<file path="config.mk">
export PLATFORM = sky130hd
export DESIGN_NAME = mult_seq_ctrl
export DESIGN_NICKNAME = d
export VERILOG_FILES = /design/src/rtl/mult_seq_ctrl.sv
export SDC_FILE = /design/constraint.sdc
export NUM_CORES = 1
export LEC_CHECK = 0
export CAP_MARGIN = 20
export CORE_MARGIN = 2
export CORE_UTILIZATION = 40
export CTS_BUF_LIST = sky130_fd_sc_hd__clkbuf_2
export DETAILED_ROUTE_END_ITERATION = 16
export PLACE_DENSITY_LB_ADDON = 0.05
export SKIP_LAST_GASP = 1
export SLEW_MARGIN = 30
export SYNTH_ARGS = -nofsm -noshare
export SYNTH_HDL_FRONTEND = slang
export SYNTH_SLANG_ARGS = --single-unit
</file>
<file path="constraint.sdc">
create_clock -name clk -period 1.9 [get_ports clk]
set_input_delay 0.38 -clock clk [delete_from_list [all_inputs] [get_ports clk]]
set_output_delay 0.38 -clock clk [all_outputs]
set_load 0.01 [all_outputs]
</file>
<file path="src/rtl/mult_seq_ctrl.sv">
// N x N unsigned multiply sequencer: issues four quadrant products through one shared
// (N/2)x(N/2) sub-multiplier, collects them, and registers the external adder's sum.
module mult_seq_ctrl #(
  parameter int N       = 8,
  parameter int MUL_LAT = 1
) (
  input  logic             clk,
  input  logic             rst_n,
  input  logic             in_valid,
  output logic             in_ready,
  input  logic [N-1:0]     in_a,
  input  logic [N-1:0]     in_b,
  output logic [N/2-1:0]   mul_x,
  output logic [N/2-1:0]   mul_y,
  input  logic [N-1:0]     mul_p,
  output logic [N-1:0]     prod1,
  output logic [N-1:0]     prod2,
  output logic [N-1:0]     prod3,
  output logic [N-1:0]     prod4,
  input  logic [2*N-1:0]   sum_in,
  output logic             out_valid,
  input  logic             out_ready,
  output logic [2*N-1:0]   out_prod,
  output logic             busy
);

  localparam int H = N / 2;

  typedef enum logic [2:0] {IDLE, ISSUE, DRAIN, SUM, DONE} state_t;

  state_t       state, state_nxt;
  logic [N-1:0] a_r, b_r;
  logic [1:0]   k;
  logic         issue;
  logic         cap_vld;
  logic [1:0]   cap_k;
  logic         last_cap;

  assign issue    = (state == ISSUE);
  assign last_cap = cap_vld && (cap_k == 2'd3);

  always_comb begin
    state_nxt = state;
    in_ready  = 1'b0;
    out_valid = 1'b0;
    busy      = 1'b1;
    mul_x     = '0;
    mul_y     = '0;
    case (state)
      IDLE: begin
        in_ready = 1'b1;
        busy     = 1'b0;
        if (in_valid) state_nxt = ISSUE;
      end
      ISSUE: begin
        // k[0] picks the high half of A, k[1] the high half of B
        mul_x = k[0] ? a_r[N-1:H] : a_r[H-1:0];
        mul_y = k[1] ? b_r[N-1:H] : b_r[H-1:0];
        if (k == 2'd3) state_nxt = (MUL_LAT == 0) ? SUM : DRAIN;
      end
      DRAIN: if (last_cap) state_nxt = SUM;
      SUM:   state_nxt = DONE;
      DONE: begin
        out_valid = 1'b1;
        if (out_ready) state_nxt = IDLE;
      end
      default: state_nxt = IDLE;
    endcase
  end

  // Issue-tag delay line: aligns each quadrant index with its product on mul_p
  generate
    if (MUL_LAT == 0) begin : g_nolat
      assign cap_vld = issue;
      assign cap_k   = k;
    end else begin : g_tag
      logic [MUL_LAT-1:0] tag_vld_p;
      logic [1:0]         tag_k_p [MUL_LAT];

      always_ff @(posedge clk or negedge rst_n) begin
        if (!rst_n) begin
          tag_vld_p <= '0;
          for (int i = 0; i < MUL_LAT; i++) tag_k_p[i] <= '0;
        end else begin
          tag_vld_p[0] <= issue;
          tag_k_p[0]   <= k;
          for (int i = 1; i < MUL_LAT; i++) begin
            tag_vld_p[i] <= tag_vld_p[i-1];
            tag_k_p[i]   <= tag_k_p[i-1];
          end
        end
      end

      assign cap_vld = tag_vld_p[MUL_LAT-1];
      assign cap_k   = tag_k_p[MUL_LAT-1];
    end
  endgenerate

  always_ff @(posedge clk or negedge rst_n) begin
    if (!rst_n) begin
      state    <= IDLE;
      a_r      <= '0;
      b_r      <= '0;
      k        <= '0;
      prod1    <= '0;
      prod2    <= '0;
      prod3    <= '0;
      prod4    <= '0;
      out_prod <= '0;
    end else begin
      state <= state_nxt;
      if (state == IDLE && in_valid) begin
        a_r <= in_a;
        b_r <= in_b;
        k   <= '0;
      end else if (issue) begin
        k <= k + 2'd1;
      end
      if (cap_vld) begin
        case (cap_k)
          2'd0:    prod1 <= mul_p;
          2'd1:    prod2 <= mul_p;
          2'd2:    prod3 <= mul_p;
          default: prod4 <= mul_p;
        endcase
      end
      if (state == SUM) out_prod <= sum_in;
    end
  end

endmodule

</file>
==> metrics.yaml <==
floorplanning:
  core_area_um2: 7140
  core.rowCount: 31
  die_w_um: 89.3
  dieArea_um2: 7980
  ioPinCount: 103
  initial_utilization: 0.408
  die_h_um: 89.3
timing:
  finalHoldViolations: 0
  period_share: 1.08
  fmax_mhz: 489
  slew_violations: 0
  setup_viol: 10
  tightest_slew_ns: 0.538
  min_period_ns: 2.05
  slew_headroom: 0.641
  hold_ws_ns: 0.286
  rsz0062_at_grt: "yes"
  setup_ws_ns: -0.146
  skew_ns: 0.0315
  tns_ns: -1.26
global_route:
  grt_first_pass_wirelength_um: 9190
  antenna_found_initial: 0
  grt_pass1_vias: 1844
  grt_max_degree: 37
  overflow: 0
  grt_usage: 0.154
placement:
  placed_cells: 391
  pre_cts_slack_ns: -0.122
  finalWeightedCongestion: 0.769
  io_buffers: 102
  dpl.hpwl_um: 4210
drt:
  via_count: 1940
  drtIter0Drc: 37
  detail_route.vias_per_cell: 4.64
  drc: 0
  dr.pass1.iters: 4
  final_antenna_net_count: 0
  wl_per_cell_um: 14.5
  drt-total-wl_um: 6080
clock_network:
  clock_latency_ns: 0.47
  htree_levels: 3
  cts_sinks: 72
  root_buffer: "clkbuf_2"
  cts-buffers-inserted: 9
  cts_tree: "built"
  clk_path_buf_depth: 2
  path_clk_slew_ns: 0.18
critical_path:
  r2r_slack_ns: 0.04
  cp-endpoint: "mul_y[2]"
  r2r_start: "state[2]$_DFFE_PN0P_"
  crit_start: "state[2]$_DFFE_PN0P_"
  path_class: "register to output pin"
  crit_path_end_kind: "output pin"
  reg2reg_to: "a_r[5]$_DFFE_PN0P_"
  cp.arrival_ns: 1.67
  worstPathMaxFanout: 6
  start_kind: "register"
  ff2ff_path_depth: 7
  critPathRequiredTime_ns: 1.52
cells_and_area:
  area_growth_pct: 49.0
  fin_nets: 359
  final_common_cell: "clkdlybuf4s50_1"
  diodes: 0
  instances_no_fill: 418
  drive_gt1_frac: 0.392
  final_cell_mix: "89 x clkdlybuf4s50_1, 72 x dfrtp_1, 56 x mux2_2"
synthesis:
  yosys_warnings: 0
  yosys_register_bits: 72
  synth_top_family_by_area: "multiplexers"
  synth_mux_area_frac: 0.289
  synth.avg_cell_area_um2: 15.6
  synth_xor_area_frac: 0.00301
  syn_nets: 232
  synth_compound_area_frac: 0.0103
  synth_area_um2: 2910
  ys_types: 27
  yosys.area_share.simple: 0.0451
  synth_cells: 187
  yosysSeqAreaShare: 0.619
  synthAdderAreaFrac: 0.00430
status:
  status: "finished, violations left"
  violations: "negative setup slack"
pwr:
  p_leak_uw: 0.00188
  p_per_area_nw_per_um2: 1740
  irDropWorstVdd_uv: 849
worst_hold_path:
  hp-class: "input pin to asynchronous set/reset pin"
run:
  cap_violations: 0
-- cells in the mapped netlist --
library cell,number,area (um2)
xor2_1,1,8.76
o21ai_0,1,5.00
a21oi_1,2,10.0
nor3b_2,1,12.5
clkbuf_1,1,3.75
dfrtp_1,72,1800
nand3b_1,3,22.5
inv_1,3,11.3
nand3_1,2,10.0
buf_12,2,40.0
nand4_1,1,6.26
mux2_4,8,120
nor2_1,11,41.3
buf_1,2,7.51
ha_1,1,12.5
or3_4,1,11.3
nand2b_1,1,6.26
a211oi_1,1,7.51
mux2i_1,9,90.1
mux2_2,56,631
o21a_1,1,7.51
nand2_1,1,3.75
inv_2,1,3.75
buf_2,2,10.0
buf_6,1,11.3
or3b_2,1,8.76
and2_4,1,8.76
-- worst max-delay path: stages (launching register included) --
cell and delay, ns:
dfrtp_1 0.41, or3b_4 0.45, nor2_1 0.12, clkdlybuf4s15_2 0.22
-- sequential cells by signal, indices dropped and copies added, names as in the netlist, 3 cells and up --
name	flops
out_prod	16
a_r	8
b_r	8
prod1	8
prod2	8
prod3	8
prod4	8
state	3
-- report_power, final --
group / internal (uW) / switching (uW)
registers: 2310 / 448
logic: 2500 / 1460
clock network: 313 / 503
total: 5120 / 2410
-- final cells by class --
class,count,area (um2)
Fill cell,597,2800
Sequential cell,72,1800
Timing Repair Buffer,122,1200
Multi-Input combinational cell,105,1090
Tap cell,99,124
Clock buffer,12,60.1
Clock inverter,4,45.0
Inverter,4,17.5
-- cells by family (layout without fill, tap and decap cells) --
logic type,count (synthesis),count (layout)
AOI/OAI and AO/OA,5,5
muxes,73,73
adders and majority gates,1,1
xor gates and xnor gates,1,1
DFF,72,72
and+or+nand+nor,23,25
buffers and inverters,12,142
-- metrics by stage --
stage,power [uW],utilization,instance area [um2]
after CTS,7370,0.594,4240
after detailed placement,6440,0.571,4080
after global routing,8030,0.608,4340
after floorplan,4620,-,2910
after global placement,6380,0.571,4080
final,7530,0.608,4340
-- per-layer routing --
layer,track usage,vias to the layer above,wire length [um]
li1,-,911,-
met1,0.200,962,2640
met2,0.244,60,3010
met3,0.0360,7,340
met4,0.0733,0,91
met5,0,-,0
-- worst min-delay path by stage --
| stage | start | end | slack, ns | cells after the start |
|---|---|---|---|---|
| after floorplan | rst_n | a_r[0]$_DFFE_PN0P_ | 0.08 | 0 |
| after global placement | rst_n | out_prod[10]$_DFFE_PN0N_ | 0.26 | 1 |
| after detailed placement | rst_n | out_prod[10]$_DFFE_PN0N_ | 0.26 | 1 |
| after CTS | rst_n | out_prod[10]$_DFFE_PN0N_ | 0.24 | 2 |
| after global routing | rst_n | out_prod[10]$_DFFE_PN0N_ | 0.26 | 2 |
| final | rst_n | out_prod[10]$_DFFE_PN0N_ | 0.29 | 2 |
-- what timing repair did --
action / CTS / global route
gates cloned: 0 / 2
pin swaps: 7 / 2
resized for setup: 53 / 20
endpoints found under the setup margin: 11 / 24
endpoints found under the hold margin: 43 / 0
hold buffers: 1 / 0
buffers inserted: 6 / 2
Power figures use the tool's default switching activity.
